<file path="config.mk">
export PLATFORM = sky130hd
export DESIGN_NAME = rgb_hue_fader_flat
export DESIGN_NICKNAME = d
export VERILOG_FILES = /design/src/rtl/rgb_hue_fader_if.sv /design/src/rtl/rgb_hue_fader.sv /design/src/flat_wrapper.sv
export SDC_FILE = /design/constraint.sdc
export NUM_CORES = 1
export LEC_CHECK = 0
export BUFFER_PORTS_ARGS = -buffer_cell sky130_fd_sc_hd__buf_2
export CORE_MARGIN = 2
export CORE_UTILIZATION = 55
export DETAILED_ROUTE_END_ITERATION = 8
export GPL_ROUTABILITY_DRIVEN = 0
export PLACE_DENSITY = 0.71
export RECOVER_POWER = 100
export SLEW_MARGIN = 30
export SYNTH_ARGS = -nofsm -noshare
export SYNTH_HDL_FRONTEND = slang
export SYNTH_SLANG_ARGS = --single-unit
</file>
<file path="constraint.sdc">
create_clock -name clk -period 13.9 [get_ports clk]
set_clock_uncertainty 0.1 [all_clocks]
set_input_delay 2.78 -clock clk [delete_from_list [all_inputs] [get_ports clk]]
set_output_delay 2.78 -clock clk [all_outputs]
set_load 0.02 [all_outputs]
</file>
<file path="src/rtl/rgb_hue_fader_if.sv">
// Control and LED-drive bundle for the RGB hue fader: mode/brightness in,
// three LED drives and the current hue segment out.
interface rgb_hue_fader_if #(
    parameter int PWM_BITS = 8
);
    logic [1:0]          mode;
    logic [PWM_BITS-1:0] brightness;
    logic                RGB_R;
    logic                RGB_G;
    logic                RGB_B;
    logic [2:0]          seg;

    modport master (
        output mode, brightness,
        input  RGB_R, RGB_G, RGB_B, seg
    );

    modport slave (
        input  mode, brightness,
        output RGB_R, RGB_G, RGB_B, seg
    );
endinterface

</file>
<file path="src/rtl/rgb_hue_fader.sv">
// Colour-wheel LED driver: walks six hue segments (stepped or cross-faded),
// scales each channel by a global brightness and drives glitch-free PWM.
module rgb_hue_fader #(
    parameter int CLK_HZ      = 12000000,
    parameter int PWM_BITS    = 8,
    parameter int TICK_CYCLES = 46875,
    parameter bit ACTIVE_LOW  = 1'b1
) (
    input logic            clk,
    input logic            rst_n,
    rgb_hue_fader_if.slave bus
);
    localparam int TW = (TICK_CYCLES > 1) ? $clog2(TICK_CYCLES) : 1;
    localparam int PW = 2 * PWM_BITS;
    localparam logic [PWM_BITS-1:0] M         = {PWM_BITS{1'b1}};
    localparam logic [PWM_BITS-1:0] ZERO      = {PWM_BITS{1'b0}};
    localparam logic [PWM_BITS-1:0] P_ONE     = PWM_BITS'(1'b1);
    localparam logic [TW-1:0]       TICK_LAST = TW'(TICK_CYCLES - 1);
    localparam logic [TW-1:0]       TICK_ONE  = TW'(1'b1);
    localparam logic [2:0]          LED_OFF   = {3{ACTIVE_LOW}};

    typedef enum logic [1:0] {
        MODE_STEP = 2'b00,
        MODE_FADE = 2'b01,
        MODE_HOLD = 2'b10,
        MODE_OFF  = 2'b11
    } mode_e;

    if (CLK_HZ < 1 || PWM_BITS < 2 || PWM_BITS > 12 || TICK_CYCLES < 2) begin : g_bad_params
        $error("rgb_hue_fader: illegal parameter set");
    end

    logic [TW-1:0]       tick_q, tick_d;
    logic [PWM_BITS-1:0] phase_q, phase_d;
    logic [2:0]          seg_q, seg_d;
    logic [PWM_BITS-1:0] pwm_q, pwm_d;
    logic [2:0][PWM_BITS-1:0] duty_q, duty_d;
    logic [2:0]          led_q, led_d;

    mode_e               mode_s;
    logic                run_s;
    logic                tick_s;
    logic [PWM_BITS-1:0] nphase_s;
    logic [2:0][PWM_BITS-1:0] level_s;
    logic [2:0][PWM_BITS-1:0] duty_calc_s;
    logic [2:0][PW-1:0]  prod_s;
    logic [PWM_BITS:0]   bplus_s;
    logic [2:0]          on_s;

    // Hue timebase: tick counter, phase and segment advance only while running.
    always_comb begin
        mode_s = mode_e'(bus.mode);
        run_s  = (mode_s == MODE_STEP) || (mode_s == MODE_FADE);
        tick_s = run_s && (tick_q == TICK_LAST);
        if (!run_s) begin
            tick_d = tick_q;
        end else if (tick_q == TICK_LAST) begin
            tick_d = {TW{1'b0}};
        end else begin
            tick_d = tick_q + TICK_ONE;
        end
        phase_d = tick_s ? (phase_q + P_ONE) : phase_q;
        // An upset segment value is pulled back to red rather than left stuck.
        if (seg_q > 3'd5) begin
            seg_d = 3'd0;
        end else if (tick_s && (phase_q == M)) begin
            seg_d = (seg_q == 3'd5) ? 3'd0 : (seg_q + 3'd1);
        end else begin
            seg_d = seg_q;
        end
    end

    // Per-channel target level (index 0 = R, 1 = G, 2 = B) for the current mode.
    always_comb begin
        nphase_s = M - phase_q;
        level_s  = {3{ZERO}};
        case (mode_s)
            MODE_STEP: begin
                case (seg_q)
                    3'd0:    level_s = {ZERO, ZERO, M};
                    3'd1:    level_s = {ZERO, M,    M};
                    3'd2:    level_s = {ZERO, M,    ZERO};
                    3'd3:    level_s = {M,    M,    ZERO};
                    3'd4:    level_s = {M,    ZERO, ZERO};
                    3'd5:    level_s = {M,    ZERO, M};
                    default: level_s = {3{ZERO}};
                endcase
            end
            MODE_FADE, MODE_HOLD: begin
                case (seg_q)
                    3'd0:    level_s = {ZERO,     phase_q,  M};
                    3'd1:    level_s = {ZERO,     M,        nphase_s};
                    3'd2:    level_s = {phase_q,  M,        ZERO};
                    3'd3:    level_s = {M,        nphase_s, ZERO};
                    3'd4:    level_s = {M,        ZERO,     phase_q};
                    3'd5:    level_s = {nphase_s, ZERO,     M};
                    default: level_s = {3{ZERO}};
                endcase
            end
            MODE_OFF: level_s = {3{ZERO}};
            default:  level_s = {3{ZERO}};
        endcase
    end

    // Brightness scaling, PWM compare and period-aligned duty reload.
    always_comb begin
        bplus_s = {1'b0, bus.brightness} + {{PWM_BITS{1'b0}}, 1'b1};
        for (int i = 0; i < 3; i++) begin
            prod_s[i]      = PW'(level_s[i]) * PW'(bplus_s);
            duty_calc_s[i] = PWM_BITS'(prod_s[i] >> PWM_BITS);
            on_s[i]        = (pwm_q < duty_q[i]);
        end
        pwm_d  = pwm_q + P_ONE;
        duty_d = (pwm_q == M) ? duty_calc_s : duty_q;
        led_d  = ACTIVE_LOW ? ~on_s : on_s;
    end

    // State and output registers.
    always_ff @(posedge clk or negedge rst_n) begin
        if (!rst_n) begin
            tick_q  <= {TW{1'b0}};
            phase_q <= ZERO;
            seg_q   <= 3'd0;
            pwm_q   <= ZERO;
            duty_q  <= {3{ZERO}};
            led_q   <= LED_OFF;
        end else begin
            tick_q  <= tick_d;
            phase_q <= phase_d;
            seg_q   <= seg_d;
            pwm_q   <= pwm_d;
            duty_q  <= duty_d;
            led_q   <= led_d;
        end
    end

    assign bus.RGB_R = led_q[0];
    assign bus.RGB_G = led_q[1];
    assign bus.RGB_B = led_q[2];
    assign bus.seg   = seg_q;
endmodule
</file>
<file path="src/flat_wrapper.sv">
// flat-port wrapper written by rule: the top's interface ports become plain ports
module rgb_hue_fader_flat 
#(
    parameter int CLK_HZ      = 12000000,
    parameter int PWM_BITS    = 8,
    parameter int TICK_CYCLES = 46875,
    parameter bit ACTIVE_LOW  = 1'b1
)
  (clk, rst_n, bus_mode, bus_brightness, bus_RGB_R, bus_RGB_G, bus_RGB_B, bus_seg);
  rgb_hue_fader_if #(.PWM_BITS(PWM_BITS)) bus_i ();
  input logic clk;
  input logic rst_n;
  input wire logic [$bits(bus_i.mode)-1:0] bus_mode;
  input wire logic [$bits(bus_i.brightness)-1:0] bus_brightness;
  output wire logic [$bits(bus_i.RGB_R)-1:0] bus_RGB_R;
  output wire logic [$bits(bus_i.RGB_G)-1:0] bus_RGB_G;
  output wire logic [$bits(bus_i.RGB_B)-1:0] bus_RGB_B;
  output wire logic [$bits(bus_i.seg)-1:0] bus_seg;
  assign bus_i.mode = bus_mode;
  assign bus_i.brightness = bus_brightness;
  assign bus_RGB_R = bus_i.RGB_R;
  assign bus_RGB_G = bus_i.RGB_G;
  assign bus_RGB_B = bus_i.RGB_B;
  assign bus_seg = bus_i.seg;
  rgb_hue_fader #(.CLK_HZ(CLK_HZ), .PWM_BITS(PWM_BITS), .TICK_CYCLES(TICK_CYCLES), .ACTIVE_LOW(ACTIVE_LOW)) u_core (.clk(clk), .rst_n(rst_n), .bus(bus_i));
endmodule
</file>
==> metrics.csv, run 1 <==
stage;metric;value;unit
critical_path;critical_path.max_fanout;46;
clocking;clock_path_buffers;2;
job;reported_max_cap_violation_count;2;
drt;drt-pass1-iter-count;5;
layout;layout.area.seq;1560;sq um
logic_synthesis;synth_fp_nets;1474;
global_routing;use_met1;33.2;%
sta;final_min_period_over_clock_period;73.3;%
layout;antenna_cells;0;
global_routing;grt_first_pass_wirelength;39200;um
logic_synthesis;synth.top_cell.area_share;23.7;%
layout;share_of_post_route_cells_with_drive_strength_above_1;6.53;%
global_routing;grt_pass1_vias;7941;
critical_path;worst_setup_path_end_kind;register;
clocking;worstSkewPairLatency;0.34;ns
pwr;cellLeakagePower;0.00562;uW
layout;nets;1462;
sta;rsz_0062_raised_after_global_routing;false;
floorplanning;rows;49;
critical_path;timing_worst_setup_path_type;input port to register;
clocking;cts.reportedPaths.clkPinSlew;0.06;ns
logic_synthesis;fraction_of_the_mapped_netlist_area_in_adder_cells;39.2;%
floorplanning;ioPinCount;18;
min_path;hold-path-cell-count;2;
logic_synthesis;synth_enable_flop_cells;0;
sta;setup_violations;0;
placement;io_buffer_count;17;
sta;count_of_final_hold_check_violations;0;
floorplanning;effective_utilization_at_floorplan;56.3;%
layout;final_cells;1438;
floorplanning;fp.coreArea;18000;sq um
global_routing;globalRouteTotalUtil;24.9;%
clocking;cts_tree;built;
logic_synthesis;synth_area_per_cell;8.35;sq um
floorplanning;die-width;140;um
layout;multiInputGateArea;7640;sq um
global_routing;grt_util_met2;41.7;%
logic_synthesis;synth-simple-area-share;19.0;%
logic_synthesis;post_synth_xor_area_fraction;5.87;%
clocking;clock-sinks;62;
logic_synthesis;synth_area;10100;sq um
logic_synthesis;synth-compound-area-share;11.2;%
pwr;power-per-cell-area;99.2;nW/um^2
run_status;violations;max-capacitance violations, max-slew violations;
min_path;hold_path.class;register to register;
global_routing;maximum_number_of_pins_on_one_net_before_global_route_repair;63;
logic_synthesis;ys_async_sr_fraction;100;%
placement;post-dp-hpwl;18000;um
floorplanning;die_h;140;um
sta;fin_setup_tns;0;ns
sta;report.final.slew_viol_count;110;
clocking;cts-hold-fix-buffers;0;
sta;clock.fmax;0.0982;GHz
drt;detail_route.iter0.violations;590;
drt;via_count;8010;
drt;final_antenna_net_count;0;
global_routing;grt_use_met3;3.23;%
global_routing;grt-ovfl-total;0;
critical_path;crit_path_start_kind;input port;
layout;layout.filler_cells;1644;
layout;mostFrequentLayoutCells;194 x sky130_fd_sc_hd__nor2_1, 193 x sky130_fd_sc_hd__inv_1, 126 x sky130_fd_sc_hd__ha_1;
drt;avgViaCountPerCell;5.57;
placement;dp_cells;1422;
logic_synthesis;ys_dominant_reg_cell;sky130_fd_sc_hd__dfrtp_1;
global_routing;busiest_layer;met2;
critical_path;ff2ff_path_depth;22;
run_status;outcome;finished, violations left;
clocking;cts_setup_buffers;0;
logic_synthesis;synth_mux_area_share;0;%
drt;drc_violations_left;0;
clocking;cts.htree.levels;3;
clocking;clockRootBuffer;sky130_fd_sc_hd__clkbuf_16;
floorplanning;die_area;19600;sq um
logic_synthesis;synth_top_family_by_area;adder cells;
logic_synthesis;synth_cell_types;65;
sta;max_slew_margin;-124;%
critical_path;worst_ep_arrival;10.28;ns
logic_synthesis;synth.yosys.seq_area_share;15.3;%
sta;tightest_slew;3.37;ns
drt;post_drt_wl_per_cell;16.1;um
pwr;power.ir.vdd_worst;0.107;mV
layout;commonest_non_fill_non_tap_cell_in_the_layout;sky130_fd_sc_hd__nor2_1;
clocking;number_of_cts_inserted_buffers;9;
layout;syn2layout_area_growth;4.86;%
global_routing;number_of_antenna_violations_at_the_first_check_in_global_routing;0;
logic_synthesis;post_syn_instances;1216;
drt;routed_wl;23200;um
sta;min_period;10.18;ns
logic_synthesis;synth.top_cells.by_area;sky130_fd_sc_hd__fa_1 24%, sky130_fd_sc_hd__ha_1 16%, sky130_fd_sc_hd__dfrtp_1 15%;
clocking;post_cts_resized;0;
logic_synthesis;synthDominantAreaCellType;sky130_fd_sc_hd__fa_1;
critical_path;cp.required;13.99;ns
logic_synthesis;synth_seq_cells;62;
logic_synthesis;count_of_yosys_warnings_during_synthesis;0;
-- synth_stat cells (3+ instances only) --
cell and instances:
sky130_fd_sc_hd__a22oi_1 6, sky130_fd_sc_hd__and3_1 5, sky130_fd_sc_hd__nand4_1 10, sky130_fd_sc_hd__o21a_1 6, sky130_fd_sc_hd__a21oi_1 46, sky130_fd_sc_hd__o21bai_1 3, sky130_fd_sc_hd__fa_1 120, sky130_fd_sc_hd__nand2b_1 38
sky130_fd_sc_hd__clkbuf_1 45, sky130_fd_sc_hd__o21ai_1 21, sky130_fd_sc_hd__buf_2 4, sky130_fd_sc_hd__o21ai_0 50, sky130_fd_sc_hd__o31ai_1 3, sky130_fd_sc_hd__or2_2 35, sky130_fd_sc_hd__nor2_1 193, sky130_fd_sc_hd__a21o_1 17
sky130_fd_sc_hd__ha_1 126, sky130_fd_sc_hd__xnor2_1 42, sky130_fd_sc_hd__a221oi_1 8, sky130_fd_sc_hd__nor2b_1 17, sky130_fd_sc_hd__and2_1 4, sky130_fd_sc_hd__o211ai_1 3, sky130_fd_sc_hd__nor3_1 4, sky130_fd_sc_hd__nand2_1 67
sky130_fd_sc_hd__xor2_1 26, sky130_fd_sc_hd__nand3_1 14, sky130_fd_sc_hd__dfrtp_1 59, sky130_fd_sc_hd__dfstp_2 3, sky130_fd_sc_hd__a211oi_1 3, sky130_fd_sc_hd__inv_1 193
-- flip-flops by register name (all words and copies together), names as in the netlist --
register,flops
u_core.bus.seg,3
u_core.phase_q,8
u_core.tick_q,16
u_core.duty_q,24
u_core.pwm_q,8
u_core.led_q,3
-- worst paths after layout --
kind                                    from                 to  slack [ns]
max                              bus_mode[1]  u_core.duty_q[23]        3.72
min                        u_core.duty_q[18]  u_core.duty_q[18]        0.38
max reg2reg                u_core.bus.seg[1]  u_core.duty_q[23]        5.85
min reg2reg                u_core.duty_q[18]  u_core.duty_q[18]        0.38
max in group asynchronous              rst_n   u_core.duty_q[9]        8.23
min in group asynchronous              rst_n  u_core.tick_q[11]        3.56
-- power breakdown --
part | internal, uW | switching (uW) | total (uW) | leakage (uW)
Clock | 121 | 90.1 | 211 | 0.000128
Sequential | 192 | 13.3 | 205 | 0.000696
Combinational | 272 | 368 | 640 | 0.00480
-- through the flow --
step / total power, uW / cell area (sq um) / worst slack [ns] / hold slack (ns) / utilization [%]
floorplan: 698 / 10100 / 5.54 / 0.349 / -
global placement: 835 / 10400 / 4.63 / 0.365 / 57.7
detailed placement: 851 / 10400 / 4.72 / 0.372 / 57.8
CTS: 1070 / 10700 / 5.09 / 0.385 / 59.3
global route: 1180 / 10600 / 3.29 / 0.409 / 59.0
finish: 1060 / 10600 / 3.72 / 0.383 / 59.0
-- critical path, stage by stage --
cell and delay, ns:
sky130_fd_sc_hd__buf_2 0.09, sky130_fd_sc_hd__inv_1 0.06, sky130_fd_sc_hd__ha_1 0.14, sky130_fd_sc_hd__clkbuf_1 1.31
sky130_fd_sc_hd__nand2b_1 0.27, sky130_fd_sc_hd__or2_0 0.55, sky130_fd_sc_hd__o21ai_0 0.53, sky130_fd_sc_hd__or2_2 0.27
sky130_fd_sc_hd__fa_1 0.46, sky130_fd_sc_hd__fa_1 0.54, sky130_fd_sc_hd__inv_1 0.05, sky130_fd_sc_hd__fa_1 0.54
sky130_fd_sc_hd__inv_1 0.06, sky130_fd_sc_hd__fa_1 0.53, sky130_fd_sc_hd__inv_1 0.04, sky130_fd_sc_hd__ha_1 0.28
sky130_fd_sc_hd__o211ai_1 0.09, sky130_fd_sc_hd__nor2_1 0.16, sky130_fd_sc_hd__o2111ai_1 0.14, sky130_fd_sc_hd__a31oi_1 0.49
sky130_fd_sc_hd__nor2_1 0.21, sky130_fd_sc_hd__a31oi_1 0.34, sky130_fd_sc_hd__or4_1 0.18, sky130_fd_sc_hd__o2111ai_1 0.13
-- logic make-up (layout without fill, tap and decap cells) --
kind of cell,after synthesis,in the layout
fa+ha+maj,246,246
buf+inv,246,239
compound gates,185,185
flops,62,62
simple gates,409,409
xor+xnor,68,68
-- final cells by class --
class,count,area share (%)
multi-input cells,908,71.8
clock buffers,9,2.12
flip-flops and latches,62,14.6
clock inverters,7,0.470
repair buffers,29,1.46
well taps,229,2.69
inverters,194,6.84
-- per-layer routing --
layer | vias up | share of wire (%) | routed length (um)
met2 | 217 | 48 | 11200
met1 | 3906 | 44 | 10200
met5 | - | 0 | 0
met3 | 41 | 4.6 | 1070
li1 | 3846 | - | -
met4 | 0 | 3.1 | 713
Power figures use the tool's default switching activity.
==> inputs of run 2 (changes only) <==
--- a/config.mk
+++ b/config.mk
@@ -10,7 +10,7 @@
 export CORE_UTILIZATION = 55
 export DETAILED_ROUTE_END_ITERATION = 8
 export GPL_ROUTABILITY_DRIVEN = 0
-export PLACE_DENSITY = 0.71
+export PLACE_DENSITY = 0.74
 export RECOVER_POWER = 100
 export SLEW_MARGIN = 30
 export SYNTH_ARGS = -nofsm -noshare
==> constraint.sdc (replaced) <==
create_clock -name clk -period 9 [get_ports clk]
set_clock_uncertainty 0.1 [all_clocks]
set_input_delay 1.8 -clock clk [delete_from_list [all_inputs] [get_ports clk]]
set_output_delay 1.8 -clock clk [all_outputs]
set_load 0.02 [all_outputs]
==> run 2 against run 1 <==
  * The run still ends with max-capacitance violations, max-slew violations left
  * First-iteration DRC count grew 6.8%
  * Core utilization grew 0.57 points
  * Combinational power grew 55%
  * Clock power grew 94%
  * Largest cell class unchanged
==> metrics.csv, run 2 (synthesis results as in run 1) <==
stage;metric;value;unit
layout;finish.utilization;59.6;%
drt;final_antenna_net_count;0;
drt;met2WireLength;11800;um
global_routing;globalRouteTotalUtil;26.1;%
pwr;fin_total_pwr;1720;uW
pwr;pwr-share-seq;18.4;%
clocking;post_cts_resized;0;
pwr;cellLeakagePower;0.00570;uW
layout;largest_reg_flops;24;
min_path;hold_path.class;register to register;
clocking;number_of_cts_inserted_buffers;9;
clocking;cts_setup_buffers;0;
drt;routed_wl;23900;um
floorplanning;effective_utilization_at_floorplan;56.3;%
critical_path;critical_path.max_fanout;25;
drt;via_count;8180;
drt;post_drt_wl_per_cell;16.6;um
sta;count_of_final_hold_check_violations;0;
global_routing;grt-ovfl-total;0;
pwr;netSwitchingPower;720;uW
drt;drt-pass1-iter-count;5;
sta;tightest_slew;3.39;ns
pwr;power.ir.vdd_worst;0.203;mV
layout;largestRegisters;u_core.duty_q x24, u_core.tick_q x16;
layout;syn2layout_area_growth;5.87;%
layout;nets;1468;
pwr;combinationalPowerShare;57.8;%
layout;share_of_post_route_cells_with_drive_strength_above_1;6.91;%
layout;commonest_non_fill_non_tap_cell_in_the_layout;sky130_fd_sc_hd__nor2_1;
drt;met1_routed_wirelength_after_detailed_routing;9960;um
sta;clock.fmax;0.124;GHz
floorplanning;ioPinCount;18;
drt;drc_violations_left;0;
sta;final_min_period_over_clock_period;89.5;%
clocking;cts.htree.levels;3;
floorplanning;die_area;19600;sq um
run_status;outcome;finished, violations left;
sta;fin_setup_tns;0;ns
pwr;clock_power_share;23.8;%
floorplanning;fp.coreArea;18000;sq um
layout;antenna_cells;0;
floorplanning;die_h;140;um
critical_path;timing_worst_setup_path_type;input port to register;
layout;layout.filler_cells;1606;
layout;mostFrequentLayoutCells;194 x sky130_fd_sc_hd__nor2_1, 193 x sky130_fd_sc_hd__inv_1, 126 x sky130_fd_sc_hd__ha_1;
floorplanning;rows;49;
pwr;switching_share;41.9;%
sta;min_period;8.05;ns
clocking;worstSkewPairLatency;0.34;ns
pwr;power-per-cell-area;160;nW/um^2
run_status;violations;max-capacitance violations, max-slew violations;
sta;rsz_0062_raised_after_global_routing;false;
drt;met3WireLength;1470;um
floorplanning;die-width;140;um
drt;detail_route.iter0.violations;630;
drt;highest_layer;met4;
critical_path;cp.required;9.15;ns
clocking;cts_tree;built;
placement;io_buffer_count;17;
critical_path;worst_setup_path_end_kind;register;
sta;max_slew_margin;-126;%
global_routing;maximum_number_of_pins_on_one_net_before_global_route_repair;63;
drt;avgViaCountPerCell;5.66;
sta;setup_violations;0;
global_routing;grt_pass1_vias;8411;
global_routing;grt_first_pass_wirelength;41100;um
placement;post-dp-hpwl;18600;um
layout;regMostFlops;u_core.duty_q;
clocking;clock_path_buffers;2;
clocking;cts-hold-fix-buffers;0;
clocking;clockRootBuffer;sky130_fd_sc_hd__clkbuf_16;
sta;report.final.slew_viol_count;63;
clocking;clock-sinks;62;
critical_path;crit_path_start_kind;input port;
global_routing;number_of_antenna_violations_at_the_first_check_in_global_routing;0;
job;reported_max_cap_violation_count;1;
clocking;cts.reportedPaths.clkPinSlew;0.05;ns
critical_path;worst_ep_arrival;8.20;ns
pwr;internal_power;999;uW
[run 2: cell type report]
cell class / instances / area (sq um) / area share, %
Multi-Input combinational cell: 908 / 7630 / 71.1
Sequential cell: 62 / 1560 / 14.5
Inverter: 194 / 728 / 6.78
Tap cell: 229 / 287 / 2.67
Clock buffer: 10 / 239 / 2.22
Timing Repair Buffer: 35 / 193 / 1.79
Clock inverter: 6 / 109 / 1.01
[run 2: power groups by stage]
stage / Sequential (uW) / Combinational, uW / Clock [uW]
2_1_floorplan: 315 / 762 / 0
3_3_place_gp: 319 / 956 / 0
3_5_place_dp: 320 / 994 / 0
4_1_cts: 315 / 1010 / 413
5_1_grt: 320 / 1140 / 428
6_report: 316 / 994 / 409
[run 2: critical path, stage by stage]
cell and delay, ns:
sky130_fd_sc_hd__buf_2 0.09, sky130_fd_sc_hd__inv_1 0.06, sky130_fd_sc_hd__ha_1 0.22, sky130_fd_sc_hd__clkbuf_1 0.68, sky130_fd_sc_hd__o21ai_0 0.54, sky130_fd_sc_hd__or2_2 0.44
sky130_fd_sc_hd__fa_1 0.53, sky130_fd_sc_hd__fa_1 0.55, sky130_fd_sc_hd__inv_1 0.05, sky130_fd_sc_hd__fa_1 0.55, sky130_fd_sc_hd__inv_1 0.06, sky130_fd_sc_hd__fa_1 0.53
sky130_fd_sc_hd__inv_1 0.04, sky130_fd_sc_hd__ha_1 0.32, sky130_fd_sc_hd__o211ai_1 0.10, sky130_fd_sc_hd__nor2_1 0.06, sky130_fd_sc_hd__o2111ai_1 0.19, sky130_fd_sc_hd__a31oi_1 0.21
sky130_fd_sc_hd__nor2_1 0.32, sky130_fd_sc_hd__a31oi_1 0.21, sky130_fd_sc_hd__or4_1 0.51, sky130_fd_sc_hd__o2111ai_1 0.11
[run 2: per-layer routing]
layer  track usage, %  vias up
met2             44.8      267
met4             10.3        0
met3             3.13       52
met5                0        -
li1                 -     3846
met1             33.8     4015
[run 2: worst paths after layout]
check / start / endpoint / slack, ns / depth (start not counted)
setup / recovery: bus_mode[1] / u_core.duty_q[23] / 0.95 / 22
hold / removal: u_core.duty_q[6] / u_core.duty_q[6] / 0.38 / 2
setup reg to reg: u_core.bus.seg[1] / u_core.duty_q[23] / 1.47 / 22
hold reg to reg: u_core.duty_q[6] / u_core.duty_q[6] / 0.38 / 2
max in group asynchronous: rst_n / u_core.duty_q[21] / 4.29 / 2
min in group asynchronous: rst_n / u_core.tick_q[13] / 2.60 / 2
[run 2: stage by stage]
step	worst slack (ns)	instance area (sq um)	hold slack, ns	instances
3_5_place_dp	1.00	10500	0.371	1428
2_1_floorplan	1.62	10100	0.349	1216
5_1_grt	0.484	10700	0.403	1444
6_report	0.947	10700	0.380	1444
3_3_place_gp	0.857	10500	0.365	1428
4_1_cts	1.34	10800	0.383	1444
